## src/rtl/memarb_pkg.sv

```systemverilog
// memarb_pkg: shared types and default widths for the memory port arbiter.
package memarb_pkg;
    localparam int ADDR_W_DEF   = 32;
    localparam int DATA_W_DEF   = 32;
    localparam int MAX_WAIT_DEF = 15;

    typedef enum logic [1:0] {IDLE, BUSY, DONE} state_t;
    typedef enum logic {OWN_IF, OWN_MEM} owner_t;
endpackage

```

## src/rtl/memarb_if.sv

```systemverilog
// memarb_if: fetch port, load/store port and external bus of the memory port arbiter.
interface memarb_if #(
    parameter int ADDR_W = memarb_pkg::ADDR_W_DEF,
    parameter int DATA_W = memarb_pkg::DATA_W_DEF
);
    logic                if_req;
    logic [ADDR_W-1:0]   if_addr;
    logic [DATA_W-1:0]   if_rdata;
    logic                if_ack;
    logic                mem_req;
    logic                mem_we;
    logic [ADDR_W-1:0]   mem_addr;
    logic [DATA_W-1:0]   mem_wdata;
    logic [DATA_W/8-1:0] mem_be;
    logic [DATA_W-1:0]   mem_rdata;
    logic                mem_ack;
    logic                bus_req;
    logic                bus_we;
    logic [ADDR_W-1:0]   bus_addr;
    logic [DATA_W-1:0]   bus_wdata;
    logic [DATA_W/8-1:0] bus_be;
    logic [DATA_W-1:0]   bus_rdata;
    logic                bus_ready;
    logic                if_stall;
    logic                mem_stall;
    logic                bus_err;

    modport slave (
        input  if_req, if_addr, mem_req, mem_we, mem_addr, mem_wdata, mem_be, bus_rdata, bus_ready,
        output if_rdata, if_ack, mem_rdata, mem_ack, bus_req, bus_we, bus_addr, bus_wdata, bus_be,
               if_stall, mem_stall, bus_err
    );
    modport master (
        output if_req, if_addr, mem_req, mem_we, mem_addr, mem_wdata, mem_be, bus_rdata, bus_ready,
        input  if_rdata, if_ack, mem_rdata, mem_ack, bus_req, bus_we, bus_addr, bus_wdata, bus_be,
               if_stall, mem_stall, bus_err
    );
endinterface

```

## src/rtl/memarb_wdog.sv

```systemverilog
// memarb_wdog: saturating bus wait counter; timeout once MAX_WAIT unready cycles have elapsed.
module memarb_wdog #(
    parameter int MAX_WAIT = 15
) (
    input  logic clk,
    input  logic reset,
    input  logic clr,
    input  logic en,
    output logic timeout
);
    localparam int W = $clog2(MAX_WAIT + 1);

    logic [W-1:0] cnt;

    always_ff @(posedge clk or negedge reset)
        if (!reset) cnt <= '0;
        else if (clr) cnt <= '0;
        else if (en && !timeout) cnt <= cnt + 1'b1;

    assign timeout = cnt == W'(MAX_WAIT);
endmodule

```

## src/rtl/mem_port_arbiter.sv

```systemverilog
// mem_port_arbiter: shares one memory bus between fetch and load/store ports (IDLE->BUSY->DONE).
// Define MEMARB_RR_EN for round-robin tie-breaking; otherwise the mem port always wins ties.
module mem_port_arbiter
    import memarb_pkg::*;
#(
    parameter int MAX_WAIT = MAX_WAIT_DEF
) (
    input logic       clk,
    input logic       reset,
    memarb_if.slave   port
);
    state_t state, state_nx;
    owner_t owner;
    logic   err, win_mem, timeout, any_req;

    assign any_req = port.if_req | port.mem_req;

`ifdef MEMARB_RR_EN
    logic last_if;
    // last_if set means the previous tie went to fetch, so mem takes the next one
    assign win_mem = (port.if_req & port.mem_req) ? last_if : port.mem_req;
    always_ff @(posedge clk or negedge reset)
        if (!reset) last_if <= 1'b1;
        else if (state == IDLE && port.if_req && port.mem_req) last_if <= ~win_mem;
`else
    assign win_mem = port.mem_req;
`endif

    memarb_wdog #(.MAX_WAIT(MAX_WAIT)) u_wdog (
        .clk(clk),
        .reset(reset),
        .clr(state == IDLE),
        .en(state == BUSY && !port.bus_ready),
        .timeout(timeout)
    );

    always_comb begin
        state_nx     = IDLE;
        port.bus_req = 1'b0;
        port.if_ack  = 1'b0;
        port.mem_ack = 1'b0;
        port.bus_err = 1'b0;
        case (state)
            IDLE: state_nx = any_req ? BUSY : IDLE;
            BUSY: begin
                port.bus_req = 1'b1;
                state_nx     = (port.bus_ready | timeout) ? DONE : BUSY;
            end
            default: begin
                port.if_ack  = owner == OWN_IF;
                port.mem_ack = owner == OWN_MEM;
                port.bus_err = err;
            end
        endcase
        port.if_stall  = port.if_req & ~port.if_ack;
        port.mem_stall = port.mem_req & ~port.mem_ack;
    end

    always_ff @(posedge clk or negedge reset)
        if (!reset) begin
            state          <= IDLE;
            owner          <= OWN_IF;
            err            <= 1'b0;
            port.if_rdata  <= '0;
            port.mem_rdata <= '0;
            port.bus_we    <= 1'b0;
            port.bus_addr  <= '0;
            port.bus_wdata <= '0;
            port.bus_be    <= '0;
        end else begin
            state <= state_nx;
            if (state == IDLE) begin
                err <= 1'b0;
                if (any_req) begin
                    owner          <= win_mem ? OWN_MEM : OWN_IF;
                    port.bus_we    <= win_mem & port.mem_we;
                    port.bus_addr  <= win_mem ? port.mem_addr : port.if_addr;
                    port.bus_wdata <= win_mem ? port.mem_wdata : '0;
                    port.bus_be    <= win_mem ? port.mem_be : '1;
                end
            end
            // a timed-out transfer returns zero data; stores always return zero
            if (state == BUSY && (port.bus_ready || timeout)) begin
                err <= ~port.bus_ready;
                if (owner == OWN_IF) port.if_rdata <= port.bus_ready ? port.bus_rdata : '0;
                else port.mem_rdata <= (port.bus_ready & ~port.bus_we) ? port.bus_rdata : '0;
            end
        end
endmodule
```

## src/flat_wrapper.sv

```systemverilog
// flat-port wrapper written by rule: the top's interface ports become plain ports
module mem_port_arbiter_flat import memarb_pkg::*;
#(
    parameter int MAX_WAIT = MAX_WAIT_DEF
)
  (clk, reset, port_if_req, port_if_addr, port_mem_req, port_mem_we, port_mem_addr, port_mem_wdata, port_mem_be, port_bus_rdata, port_bus_ready, port_if_rdata, port_if_ack, port_mem_rdata, port_mem_ack, port_bus_req, port_bus_we, port_bus_addr, port_bus_wdata, port_bus_be, port_if_stall, port_mem_stall, port_bus_err);
  memarb_if port_i ();
  input logic clk;
  input logic reset;
  input wire logic [$bits(port_i.if_req)-1:0] port_if_req;
  input wire logic [$bits(port_i.if_addr)-1:0] port_if_addr;
  input wire logic [$bits(port_i.mem_req)-1:0] port_mem_req;
  input wire logic [$bits(port_i.mem_we)-1:0] port_mem_we;
  input wire logic [$bits(port_i.mem_addr)-1:0] port_mem_addr;
  input wire logic [$bits(port_i.mem_wdata)-1:0] port_mem_wdata;
  input wire logic [$bits(port_i.mem_be)-1:0] port_mem_be;
  input wire logic [$bits(port_i.bus_rdata)-1:0] port_bus_rdata;
  input wire logic [$bits(port_i.bus_ready)-1:0] port_bus_ready;
  output wire logic [$bits(port_i.if_rdata)-1:0] port_if_rdata;
  output wire logic [$bits(port_i.if_ack)-1:0] port_if_ack;
  output wire logic [$bits(port_i.mem_rdata)-1:0] port_mem_rdata;
  output wire logic [$bits(port_i.mem_ack)-1:0] port_mem_ack;
  output wire logic [$bits(port_i.bus_req)-1:0] port_bus_req;
  output wire logic [$bits(port_i.bus_we)-1:0] port_bus_we;
  output wire logic [$bits(port_i.bus_addr)-1:0] port_bus_addr;
  output wire logic [$bits(port_i.bus_wdata)-1:0] port_bus_wdata;
  output wire logic [$bits(port_i.bus_be)-1:0] port_bus_be;
  output wire logic [$bits(port_i.if_stall)-1:0] port_if_stall;
  output wire logic [$bits(port_i.mem_stall)-1:0] port_mem_stall;
  output wire logic [$bits(port_i.bus_err)-1:0] port_bus_err;
  assign port_i.if_req = port_if_req;
  assign port_i.if_addr = port_if_addr;
  assign port_i.mem_req = port_mem_req;
  assign port_i.mem_we = port_mem_we;
  assign port_i.mem_addr = port_mem_addr;
  assign port_i.mem_wdata = port_mem_wdata;
  assign port_i.mem_be = port_mem_be;
  assign port_i.bus_rdata = port_bus_rdata;
  assign port_i.bus_ready = port_bus_ready;
  assign port_if_rdata = port_i.if_rdata;
  assign port_if_ack = port_i.if_ack;
  assign port_mem_rdata = port_i.mem_rdata;
  assign port_mem_ack = port_i.mem_ack;
  assign port_bus_req = port_i.bus_req;
  assign port_bus_we = port_i.bus_we;
  assign port_bus_addr = port_i.bus_addr;
  assign port_bus_wdata = port_i.bus_wdata;
  assign port_bus_be = port_i.bus_be;
  assign port_if_stall = port_i.if_stall;
  assign port_mem_stall = port_i.mem_stall;
  assign port_bus_err = port_i.bus_err;
  mem_port_arbiter #(.MAX_WAIT(MAX_WAIT)) u_core (.clk(clk), .reset(reset), .port(port_i));
endmodule
```

## config.mk

```make
export PLATFORM = sky130hd
export DESIGN_NAME = mem_port_arbiter_flat
export DESIGN_NICKNAME = d
export VERILOG_FILES = /design/src/rtl/memarb_pkg.sv /design/src/rtl/memarb_if.sv /design/src/rtl/memarb_wdog.sv /design/src/rtl/mem_port_arbiter.sv /design/src/flat_wrapper.sv
export SDC_FILE = /design/constraint.sdc
export NUM_CORES = 1
export LEC_CHECK = 0
export CAP_MARGIN = 25
export CORE_ASPECT_RATIO = 0.6
export CORE_MARGIN = 4
export CORE_UTILIZATION = 45
export DETAILED_ROUTE_END_ITERATION = 8
export PLACE_DENSITY = 0.95
export SKIP_CTS_REPAIR_TIMING = 1
export SLEW_MARGIN = 5
export SYNTH_ARGS = -nofsm -noshare
export SYNTH_HDL_FRONTEND = slang
export SYNTH_HIERARCHICAL = 1
export SYNTH_SLANG_ARGS = --single-unit
```

## constraint.sdc

```tcl
create_clock -name clk -period 3.49 [get_ports clk]
set_clock_uncertainty 0.05 [all_clocks]
set_input_delay 0.698 -clock clk [delete_from_list [all_inputs] [get_ports clk]]
set_output_delay 0.698 -clock clk [all_outputs]
set_load 0.1 [all_outputs]
```

==> impl_metrics.toml <==
[critical_path]
critical_path.startpoint = "u_core/port.if_rdata[25]$_DFFE_PN0P_"
end_kind = "output port"
worstPathCellList = "clkdlybuf4s50_1"
start_of_the_worst_register_to_register_path = "u_core/state[1]$_DFF_PN0_"
cp_num_cells = 1
timing.critical_path.fanout_max = 2
ff2ff_path_depth = 5
critical_path.slowest_cell = "clkdlybuf4s50_1"
critical-path-top-delay-family = "buffers and inverters"
crit_path_largest_cell_delay_ps = 1170
signal_arrival_time_at_the_worst_endpoint_ps = 1950
critical_path_class = "reg2out"
critPathLaunchType = "register"
worst_r2r_endpoint = "u_core/port.mem_rdata[4]$_DFFE_PN0P_"
reg2reg_setup_slack_ps = 1190
path_buf_inv = 1
worst_ep_required_ps = 2740

[sta]
time_the_final_worst_path_needs_with_i_o_delays_and_setup_ps = 2700
worst_slew_margin_rel_pct = 32.9
report.final.hold_viol_count = 0
final_min_period_over_clock_period_pct = 77.3
fin_tns_setup_ps = 0
setup_slack_ps = 793
worstMarginPinSlew_ps = 1000
fmax_mhz = 371
drv_slew = 0
finalSetupViolCount = 0
rsz0062_at_grt = "false"

[routing]
detail_route.wl_per_cell_um = 20.4
detail_route.vias_per_cell = 5.50
detail_route.wirelength_um = 19200
drt_first_pass_iters = 7
antenna_violating_nets_post_route = 0
routed-via-count = 5179
detail_route.drc_violations = 0
drtIter0Drc = 358

[logic_synthesis]
synth_largest_area_cell = "dfrtp_1"
synth_sequential_area_ratio_pct = 57.5
syn_area_sq_um = 6130
avgSynthCellArea_sq_um = 12.4
postSynthRegisterBits = 141
synthesis.instances = 493
synthTopCellsByArea = "dfrtp_1, mux2_2, a22o_1"
syn-num-nets = 632
yosys_warnings = 6
number_of_synthesized_flops_with_an_enable_pin = 0
prevailing_post_synth_register_cell = "dfrtp_1"
yosysUniqueCellTypes = 36
asyncSetResetFlopFracSynth_pct = 100
netlist.area_leader.share_pct = 57.5

[global_routing]
grt_antenna_before_repair = 0
globalRoute.totalOverflow = 0
via_count_of_the_first_global_routing_pass = 5645
global_route.usage.total_pct = 24.2
pin_count_of_the_biggest_net_entering_global_routing = 77
grt_pass1_wl_um = 30500

[cells_and_area]
most_common_library_cell_in_the_layout_ignoring_fill_and_taps = "clkdlybuf4s50_1"
fin_area_sq_um = 9450
area_of_combinational_cells_with_multiple_inputs_sq_um = 2300
final_net_count = 898
layout-area-overhead-vs-synth_pct = 54.0
layout.cells.most_common_list = "clkdlybuf4s50_1, dfrtp_1, buf_4"
post_route_cells_drive_above_1_share_pct = 23.5
antennaDiodeCount = 0
area.sequential_sq_um = 3530
fillerInstances = 844

[placement]
detailed_place_hpwl_um = 14000
place_worst_setup_slack_ps = 859
place_congestion = 0.906
place_area_sq_um = 8870
place.port_buffers = 276

[floorplan]
initial_utilization_pct = 46.8
die-height_um = 98.4
die_area_sq_um = 15600
core_area_sq_um = 13100
die_width_um = 159
i_o_pin_total = 277
placementRows = 32

[run_status]
status = "complete, no violations"

[hold_path]
hold_class = "in2async"

[clocking]
cts_num_sinks = 141
cts_tree = "yes"
htreeDepth = 4
clockBufferDepth = 2
clk-insertion-delay-late_ps = 400
cts-buffers-inserted = 17
clock_tree.root_cell = "clkbuf_16"
worst_setup_hold_path_clk_slew_ps = 60

[run]
drv_cap = 0
-- kinds of logic (layout without fill, tap and decap cells) --
group,count (synthesis),count (layout),share of synthesized area (%)
compound gates,142,142,16.1
flops,141,141,57.5
simple gates,80,80,7.28
mux,66,66,13.8
buf+inv,63,341,5.10
fa+ha+maj,1,1,0.204
-- sequential cells by signal, summed over array words and instances, names as in the netlist --
register / cells
u_core/u_wdog/cnt: 4
u_core/port.if_rdata: 32
u_core/owner: 1
u_core/port.bus_we: 1
u_core/port.bus_wdata: 32
u_core/port.bus_be: 4
u_core/port.mem_rdata: 32
u_core/err: 1
u_core/port.bus_addr: 32
u_core/state: 2
-- layout make-up --
cell class                 instances  area share (%)
clock buffer                      21            4.98
inverter                          22           0.874
multi-input combinational        289            24.3
timing repair buffer             288            29.1
clock inverter                    10            1.11
tap                              170            2.25
sequential                       141            37.4
-- cell usage after synthesis, types with 2 or more instances --
master / instances
dfrtp_1: 141
o21ai_0: 48
a22o_1: 47
mux2_2: 38
nand2_1: 33
o31ai_1: 32
mux2_4: 27
inv_1: 21
buf_2: 19
nand4_1: 19
clkbuf_1: 14
buf_6: 6
nor2_1: 6
a21oi_1: 5
nor2b_1: 4
o21ai_1: 4
o22a_1: 4
nand2b_1: 3
and2_1: 2
buf_4: 2
nor3_4: 2
or2_2: 2
-- worst max-delay path by stage --
| stage | slack [ps] | end |
|---|---|---|
| 4_1_cts | 780 | port_if_rdata[25] |
| 3_3_place_gp | 930 | u_core/port.bus_addr[1]$_DFFE_PN0P_ |
| 6_report | 790 | port_if_rdata[25] |
| 5_1_grt | 760 | port_bus_addr[21] |
| 2_1_floorplan | 8 | port_if_stall |
| 3_5_place_dp | 860 | u_core/port.bus_addr[1]$_DFFE_PN0P_ |
-- per-layer routing --
metal / vias to the layer above / GRT usage [%] / wire, um
li1: 2320 / - / -
met4: 0 / 7.87 / 392
met2: 285 / 41.1 / 9560
met5: - / 0 / 0
met1: 2534 / 28.7 / 7460
met3: 40 / 9.28 / 1770
-- through the flow --
step / hold slack, ps / std cells / utilization (%)
after floorplan: 352 / 493 / -
after global placement: 432 / 910 / 67.7
after detailed placement: 442 / 910 / 67.7
after CTS: 247 / 941 / 72.1
after global routing: 263 / 941 / 72.1
final: 226 / 941 / 72.1
Power is left out: the tool's default activity adds up to more than one toggle a clock period on the data nets, which glitch-free logic cannot reach.
